File: config.mk
export PLATFORM = sky130hd
export DESIGN_NAME = processor
export DESIGN_NICKNAME = d
export VERILOG_FILES = /design/src/rtl/processor.sv
export SDC_FILE = /design/constraint.sdc
export NUM_CORES = 2
export LEC_CHECK = 0
export CORE_AREA = 3 3 400 402
export DETAILED_ROUTE_END_ITERATION = 12
export DIE_AREA = 0 0 403 405
export PLACE_DENSITY = 0.68
export SETUP_SLACK_MARGIN = 0.1
export SYNTH_ARGS = -nofsm -noshare
export SYNTH_HDL_FRONTEND = slang
export SYNTH_SLANG_ARGS = --single-unit
File: constraint.sdc
create_clock -name clk -period 5.5 [get_ports clk]
set_clock_uncertainty 0.05 [all_clocks]
set_input_delay 1.1 -clock clk [delete_from_list [all_inputs] [get_ports clk]]
set_output_delay 1.1 -clock clk [all_outputs]
set_load 0.05 [all_outputs]
File: src/rtl/processor.sv
// Five-stage in-order MIPS-subset pipeline (IF/ID/EX/MEM/WB) with precise exceptions.
// Optional macro FORWARDING_EN: EX-stage operand forwarding; otherwise ID interlocks on every RAW hazard.
module processor #(
  parameter logic [31:0] HANDLER_ADDR = 32'h0000_0180
) (
  input  logic        clk,
  input  logic        rst_n,
  output logic [31:0] inst_addr,
  input  logic [31:0] inst,
  output logic [31:0] data_addr,
  input  logic [31:0] data_in,
  output logic [31:0] data_out,
  output logic        data_wr,
  output logic [31:0] PC_IF_ID,
  output logic [31:0] PC_ID_EX,
  output logic [31:0] PC_EX_MEM,
  output logic [31:0] PC_MEM_WB,
  output logic [31:0] EPC,
  output logic        exception,
  output logic        cause
);
  localparam logic [2:0] ALU_ADD = 3'd0, ALU_SUB = 3'd1, ALU_AND = 3'd2, ALU_OR = 3'd3, ALU_SLT = 3'd4;

  typedef struct packed {
    logic       wr, mrd, mwr, imm, br, jmp, ill, ovf;
    logic [2:0] alu;
    logic [4:0] dst;
  } dec_t;

  function automatic dec_t decode(input logic [31:0] w);
    dec_t d;
    d = '0;
    case (w[31:26])
      6'h00: begin
        if (w != 32'h0) begin
          d.wr  = 1'b1;
          d.dst = w[15:11];
          case (w[5:0])
            6'h20:   begin d.alu = ALU_ADD; d.ovf = 1'b1; end
            6'h22:   begin d.alu = ALU_SUB; d.ovf = 1'b1; end
            6'h24:   d.alu = ALU_AND;
            6'h25:   d.alu = ALU_OR;
            6'h2A:   d.alu = ALU_SLT;
            default: begin d.ill = 1'b1; d.wr = 1'b0; end
          endcase
        end else begin
          d.wr = 1'b0;
        end
      end
      6'h08:   begin d.wr = 1'b1; d.dst = w[20:16]; d.imm = 1'b1; d.ovf = 1'b1; end
      6'h23:   begin d.wr = 1'b1; d.dst = w[20:16]; d.imm = 1'b1; d.mrd = 1'b1; end
      6'h2B:   begin d.imm = 1'b1; d.mwr = 1'b1; end
      6'h04:   d.br = 1'b1;
      6'h02:   d.jmp = 1'b1;
      default: d.ill = 1'b1;
    endcase
    d.wr = d.wr & (d.dst != 5'd0);
    return d;
  endfunction

  // Source-register usage {rs, rt}; only ID needs this for interlocks.
  function automatic logic [1:0] src_use(input logic [31:0] w);
    case (w[31:26])
      6'h00:        src_use = (w != 32'h0) ? 2'b11 : 2'b00;
      6'h08, 6'h23: src_use = 2'b10;
      6'h2B, 6'h04: src_use = 2'b11;
      default:      src_use = 2'b00;
    endcase
  endfunction

  function automatic logic hit(input logic wr, input logic [4:0] dst, input logic [1:0] u,
                               input logic [4:0] rs, input logic [4:0] rt);
    return wr && ((u[1] && dst == rs) || (u[0] && dst == rt));
  endfunction

  logic [31:0] pc_q, pc_d, ifid_inst_q, ifid_inst_d, ifid_pc_q, ifid_pc_d;
  logic [31:0] idex_inst_q, idex_inst_d, idex_pc_q, idex_pc_d, idex_a_q, idex_a_d, idex_b_q, idex_b_d;
  logic [31:0] exmem_pc_q, exmem_pc_d, exmem_res_q, exmem_res_d, exmem_sd_q, exmem_sd_d;
  logic [4:0]  exmem_dst_q, exmem_dst_d, memwb_dst_q, memwb_dst_d;
  logic        exmem_wr_q, exmem_wr_d, exmem_mrd_q, exmem_mrd_d, exmem_mwr_q, exmem_mwr_d;
  logic [31:0] memwb_pc_q, memwb_pc_d, memwb_val_q, memwb_val_d, epc_q, epc_d;
  logic        memwb_wr_q, memwb_wr_d, cause_q, cause_d;
  logic [31:0] rf_q [32];

  logic [1:0]  id_use;
  logic [4:0]  id_rs, id_rt;
  logic [31:0] id_a, id_b;
  logic        stall;
  dec_t        ex_dec;
  logic [31:0] fwd_a, fwd_b, simm, op_b, sum, diff, ex_res, pc4, target;
  logic        ex_ovf, ex_exc, taken;

  // ID: register read with write-through from WB.
  always_comb begin
    id_use = src_use(ifid_inst_q);
    id_rs  = ifid_inst_q[25:21];
    id_rt  = ifid_inst_q[20:16];
    id_a   = (memwb_wr_q && memwb_dst_q == id_rs) ? memwb_val_q : rf_q[id_rs];
    id_b   = (memwb_wr_q && memwb_dst_q == id_rt) ? memwb_val_q : rf_q[id_rt];
  end

  // ID interlock: load-use only when forwarding exists, every pending writer otherwise.
  always_comb begin
`ifdef FORWARDING_EN
    stall = ex_dec.mrd && hit(ex_dec.wr, ex_dec.dst, id_use, id_rs, id_rt);
`else
    stall = hit(ex_dec.wr, ex_dec.dst, id_use, id_rs, id_rt)
          || hit(exmem_wr_q, exmem_dst_q, id_use, id_rs, id_rt)
          || hit(memwb_wr_q, memwb_dst_q, id_use, id_rs, id_rt);
`endif
  end

  // EX: operand selection, ALU, overflow/illegal detection, branch resolution.
  always_comb begin
    ex_dec = decode(idex_inst_q);
    fwd_a  = idex_a_q;
    fwd_b  = idex_b_q;
`ifdef FORWARDING_EN
    if (exmem_wr_q && exmem_dst_q == idex_inst_q[25:21]) fwd_a = exmem_res_q;
    else if (memwb_wr_q && memwb_dst_q == idex_inst_q[25:21]) fwd_a = memwb_val_q;
    else fwd_a = idex_a_q;
    if (exmem_wr_q && exmem_dst_q == idex_inst_q[20:16]) fwd_b = exmem_res_q;
    else if (memwb_wr_q && memwb_dst_q == idex_inst_q[20:16]) fwd_b = memwb_val_q;
    else fwd_b = idex_b_q;
`endif
    simm = {{16{idex_inst_q[15]}}, idex_inst_q[15:0]};
    op_b = ex_dec.imm ? simm : fwd_b;
    sum  = fwd_a + op_b;
    diff = fwd_a - op_b;
    case (ex_dec.alu)
      ALU_ADD: ex_res = sum;
      ALU_SUB: ex_res = diff;
      ALU_AND: ex_res = fwd_a & op_b;
      ALU_OR:  ex_res = fwd_a | op_b;
      ALU_SLT: ex_res = {31'd0, $signed(fwd_a) < $signed(op_b)};
      default: ex_res = sum;
    endcase
    ex_ovf = ex_dec.ovf && ((ex_dec.alu == ALU_ADD)
             ? (fwd_a[31] == op_b[31] && sum[31] != fwd_a[31])
             : (fwd_a[31] != op_b[31] && diff[31] != fwd_a[31]));
    ex_exc = ex_dec.ill | ex_ovf;
    pc4    = idex_pc_q + 32'd4;
    taken  = ex_dec.jmp | (ex_dec.br & (fwd_a == fwd_b));
    target = ex_dec.jmp ? {pc4[31:28], idex_inst_q[25:0], 2'b00} : pc4 + (simm << 2);
  end

  // Next-state: exception beats taken branch beats stall.
  always_comb begin
    pc_d        = pc_q + 32'd4;
    ifid_inst_d = inst;          ifid_pc_d = pc_q;
    idex_inst_d = ifid_inst_q;   idex_pc_d = ifid_pc_q;
    idex_a_d    = id_a;          idex_b_d  = id_b;
    exmem_pc_d  = idex_pc_q;     exmem_res_d = ex_res;   exmem_sd_d = fwd_b;
    exmem_dst_d = ex_dec.dst;    exmem_wr_d  = ex_dec.wr;
    exmem_mrd_d = ex_dec.mrd;    exmem_mwr_d = ex_dec.mwr;
    memwb_pc_d  = exmem_pc_q;    memwb_val_d = exmem_mrd_q ? data_in : exmem_res_q;
    memwb_dst_d = exmem_dst_q;   memwb_wr_d  = exmem_wr_q;
    epc_d       = epc_q;         cause_d     = cause_q;
    if (ex_exc) begin
      pc_d        = HANDLER_ADDR;
      ifid_inst_d = 32'h0;  ifid_pc_d = 32'h0;
      idex_inst_d = 32'h0;  idex_pc_d = 32'h0;  idex_a_d = 32'h0;  idex_b_d = 32'h0;
      exmem_pc_d  = 32'h0;  exmem_res_d = 32'h0;  exmem_sd_d = 32'h0;  exmem_dst_d = 5'd0;
      exmem_wr_d  = 1'b0;   exmem_mrd_d = 1'b0;   exmem_mwr_d = 1'b0;
      epc_d       = idex_pc_q;
      cause_d     = ex_ovf;
    end else if (taken) begin
      pc_d        = target;
      ifid_inst_d = 32'h0;  ifid_pc_d = 32'h0;
      idex_inst_d = 32'h0;  idex_pc_d = 32'h0;  idex_a_d = 32'h0;  idex_b_d = 32'h0;
    end else if (stall) begin
      pc_d        = pc_q;
      ifid_inst_d = ifid_inst_q;  ifid_pc_d = ifid_pc_q;
      idex_inst_d = 32'h0;  idex_pc_d = 32'h0;  idex_a_d = 32'h0;  idex_b_d = 32'h0;
    end else begin
      pc_d        = pc_q + 32'd4;
    end
  end

  // Pipeline and status registers.
  always_ff @(posedge clk or negedge rst_n) begin
    if (!rst_n) begin
      pc_q <= 32'h0;  ifid_inst_q <= 32'h0;  ifid_pc_q <= 32'h0;
      idex_inst_q <= 32'h0;  idex_pc_q <= 32'h0;  idex_a_q <= 32'h0;  idex_b_q <= 32'h0;
      exmem_pc_q <= 32'h0;  exmem_res_q <= 32'h0;  exmem_sd_q <= 32'h0;  exmem_dst_q <= 5'd0;
      exmem_wr_q <= 1'b0;  exmem_mrd_q <= 1'b0;  exmem_mwr_q <= 1'b0;
      memwb_pc_q <= 32'h0;  memwb_val_q <= 32'h0;  memwb_dst_q <= 5'd0;  memwb_wr_q <= 1'b0;
      epc_q <= 32'h0;  cause_q <= 1'b0;
    end else begin
      pc_q <= pc_d;  ifid_inst_q <= ifid_inst_d;  ifid_pc_q <= ifid_pc_d;
      idex_inst_q <= idex_inst_d;  idex_pc_q <= idex_pc_d;  idex_a_q <= idex_a_d;  idex_b_q <= idex_b_d;
      exmem_pc_q <= exmem_pc_d;  exmem_res_q <= exmem_res_d;  exmem_sd_q <= exmem_sd_d;  exmem_dst_q <= exmem_dst_d;
      exmem_wr_q <= exmem_wr_d;  exmem_mrd_q <= exmem_mrd_d;  exmem_mwr_q <= exmem_mwr_d;
      memwb_pc_q <= memwb_pc_d;  memwb_val_q <= memwb_val_d;  memwb_dst_q <= memwb_dst_d;  memwb_wr_q <= memwb_wr_d;
      epc_q <= epc_d;  cause_q <= cause_d;
    end
  end

  // Register file; $0 is never written because decode clears wr for dst 0.
  always_ff @(posedge clk or negedge rst_n) begin
    if (!rst_n) begin
      for (int i = 0; i < 32; i++) rf_q[i] <= 32'h0;
    end else if (memwb_wr_q) begin
      rf_q[memwb_dst_q] <= memwb_val_q;
    end
  end

  assign inst_addr = pc_q;
  assign data_addr = exmem_res_q;
  assign data_out  = exmem_sd_q;
  assign data_wr   = exmem_mwr_q;
  assign PC_IF_ID  = ifid_pc_q;
  assign PC_ID_EX  = idex_pc_q;
  assign PC_EX_MEM = exmem_pc_q;
  assign PC_MEM_WB = memwb_pc_q;
  assign EPC       = epc_q;
  assign cause     = cause_q;
  assign exception = ex_exc;
endmodule

==> reports/metrics.csv <==
metric;value;unit
CTS Root Cell;clkbuf_16;
Slew Viols, Final;0;
Clock transition at path regs;0.06;ns
fin worst setup slack;-0.346;ns
htree depth;4;
sequential share of the synthesized area;46.6;%
Yosys reg bits;1455;
average size of a mapped cell;13.8;um^2
post-DP HPWL;166000;um
max cap viols;0;
area leader, netlist;dfrtp_1;
Worst Max-Slew Pin Slew;1.33;ns
DR vias;53718;
end of the critical path;exception;
crit path time final;5.85;ns
count of final setup violators;1;
initial antenna violation count;9;
cts bufs inserted;157;
die area;163000;um^2
wire per inst;31.4;um
Critical Path End Type;output port;
CP most frequent cell;buf_4;
share of synthesized registers carrying an async set or reset;100;%
Area growth, synth to finish;15.8;%
final hold viol count;0;
post-route ant nets;1;
largest net degree at the start of global routing;135;
DR DRC count;0;
DRT iter0 DRCs;5670;
slowest stage delay, CP;0.39;ns
layout cells sized above 1;39.6;%
synth top area cells;dfrtp_1 (47%), mux4_2 (18%), mux2_2 (15%);
global route overflow;0;
Non-Filler Instances;8089;
RSZ-0062 raised after global routing;yes;
Nets;6094;
pre-CTS setup slack;-0.299;ns
status;finished with violations;
commonest non-fill, non-tap cell in the layout;dfrtp_1;
Mapped Area;78100;um^2
Final Cycle Share;106;%
I/O pins;325;
input/output buffers;324;
vias in the first global route;53777;
R2R Path Start;idex_inst_q[31]$_DFF_PN0_;
EDFF count, synth;0;
f_max;0.171;GHz
worst path required time;4.35;ns
Critical path origin;idex_inst_q[31]$_DFF_PN0_;
Routed WL;254000;um
maximum vdd ir drop;0.447;mV
Static Leak;40.8;nW
reg2reg end;data_addr[0]$_DFF_PN0_;
Final Wtd Congestion;0.966;
CP arrival;4.70;ns
Setup TNS;-0.346;ns
first-pass GRT wire length;372000;um
drt first pass iters;8;
Ys Warns;0;
number of library cell types mapped by synthesis;92;
share of the synthesized area in the top cell type;46.6;%
stages on the worst setup path;22;
CTS tree;yes;
Final Power;30.9;mW
synthesized instance count;5637;
Clock Tree Buf Depth;3;
syn_nets;5833;
critical path's slowest cell;dfrtp_1;
Reg2Reg Setup Slack;0.45;ns
crit-path cells;buf_6 > nor4b_4 > o21a_2 > nor2_4 > buf_12 > buf_4 > buf_4 > buf_4 > nand2_1 > nand2_2 > ha_4 > a21o_1 > a221o_1 > a21oi_2 > o21ai_2 > a31oi_4 > buf_4 > a31o_2 > o32ai_4 > and2_4 > inv_4 > buf_12;
critical path's top delay family;compound AO/OA/AOI/OAI gates;
initial core utilization;49.9;%
dpl cells;7775;
crit path kind;reg2out;
core area;156000;um^2
Synth Flop Type;dfrtp_1;
critical path launch point type;register;
CTS Hold Buffers Added;0;
critical path fanouts, max;9;
Slew HR;11.4;%
TritonCTS Sinks;1455;
Hold WS;0.192;ns
Clk Latency, worst-skew pair;0.83;ns
failing checks;antenna rules, setup timing;
Cell Rows;145;
Die H;405;um
Worst Reg-to-Reg Cells;23;
Hold WC Path Type;in2async;
die width;403;um
Critical path buffers and inverters;8;
GRT Util Overall;31.0;%
commonest cells after routing, fill and taps aside;dfrtp_1 (1445), mux2_2 (1063), mux4_2 (640), clkdlybuf4s50_1 (322), buf_4 (241);
Via density;6.64;
Power Density;341;nW/um^2
[worst reg2reg max path, stage by stage, from the launching register on]
cell and delay, ns:
dfrtp_1 0.39, buf_6 0.14, nor4b_4 0.30, o21a_2 0.23, nor2_4 0.05, buf_12 0.14, buf_8 0.14, mux2_4 0.33
ha_4 0.18, buf_4 0.13, fa_1 0.43, o21ba_2 0.24, nor4_2 0.19, o311ai_1 0.21, a2111oi_2 0.36, buf_4 0.19
buf_4 0.11, o211ai_1 0.13, a21oi_1 0.22, buf_4 0.17, a311oi_1 0.13, o21ai_2 0.28, buf_4 0.16, a31oi_1 0.07
[timing repair]
item / 4_1_cts / 5_1_grt
pin swaps: 16 / 17
cloned: 1 / 0
gates resized for setup: 38 / 61
endpoints found under the setup margin: 15 / 8
setup buffers: 17 / 5
[cell usage after synthesis (16+ instances only)]
cell and count:
a211oi_1 67, a211oi_2 16, a21o_1 37, a21oi_1 142
a31oi_1 31, a32o_1 62, and2_1 70, and3_1 85
buf_1 109, buf_2 19, clkbuf_1 357, dfrtp_1 1455
ha_1 127, inv_1 130, mux2_1 31, mux2_2 1066
mux2i_1 76, mux4_2 640, nand2_1 185, nand3_1 62
nand4_1 39, nor2_1 213, nor3_1 40, nor4_1 29
o211ai_1 34, o21ai_0 69, o21bai_1 16, o22ai_1 27
xnor2_1 98, xor2_1 51
[cells by family after synthesis]
logic type,synth area share [%]
compound gates,5.93
flops,46.6
simple gates,5.18
buf+inv,3.18
fa+ha+maj,2.13
xor+xnor,1.67
mux,35.3
[power by group]
| group | total, mW | switching, mW | internal (mW) |
|---|---|---|---|
| clock | 10.8 | 4.58 | 6.17 |
| sequential | 11.8 | 0.789 | 11.0 |
| combinational | 8.31 | 5.14 | 3.16 |
[flip-flops by register name, summed over array words and instances (netlist names)]
signal and cells:
cause 1, memwb_dst_q 5, PC_ID_EX 32, memwb_val_q 32
PC_EX_MEM 32, ifid_inst_q 32, EPC 32, PC_IF_ID 32
data_out 32, exmem_dst_q 5, data_wr 1, PC_MEM_WB 32
exmem_mrd_q 1, data_addr 32, fwd_b 32, inst_addr 32
memwb_wr_q 1, rf_q 1024, idex_inst_q 32, exmem_wr_q 1
fwd_a 32
[cell type report]
cell class | count | area [um^2]
clock buffer | 231 | 4520
clock inverter | 53 | 713
inverter | 132 | 508
timing repair buffer | 603 | 5770
fill | 12344 | 66000
multi-input combinational | 3549 | 39900
tap | 2058 | 2570
antenna | 8 | 20.0
sequential | 1455 | 36400
[through the flow]
| stage | cell area [um^2] | utilization (%) |
|---|---|---|
| 2_1_floorplan | 78100 | - |
| 3_3_place_gp | 84500 | 54.0 |
| 3_5_place_dp | 84500 | 54.0 |
| 4_1_cts | 90100 | 57.6 |
| 5_1_grt | 90400 | 57.8 |
| 6_report | 90400 | 57.8 |
[worst min path at each step]
stage / from / endpoint / slack, ns / depth (start not counted)
after global placement: PC_EX_MEM[0]$_DFF_PN0_ / PC_MEM_WB[0]$_DFF_PN0_ / 0.31 / 0
after detailed placement: PC_EX_MEM[5]$_DFF_PN0_ / PC_MEM_WB[5]$_DFF_PN0_ / 0.31 / 0
after global routing: rst_n / memwb_val_q[9]$_DFF_PN0_ / 0.27 / 1
final: rst_n / memwb_val_q[9]$_DFF_PN0_ / 0.19 / 1
after floorplan: exmem_wr_q$_DFF_PN0_ / memwb_wr_q$_DFF_PN0_ / 0.32 / 0
after CTS: rst_n / data_out[23]$_DFF_PN0_ / 0.20 / 1
[metal layers]
metal  part of all wire (%)  vias to the layer above  global-route usage [%]  wire, um
li1                       -                    21954                       -         -
met1                     40                    28675                    42.8    103000
met2                     46                     2564                    48.2    118000
met3                    8.7                      523                    6.62     22000
met4                    4.6                        2                    12.8     11700
met5                 0.0051                        -                       0        13
(Power assumes the default switching activity.)
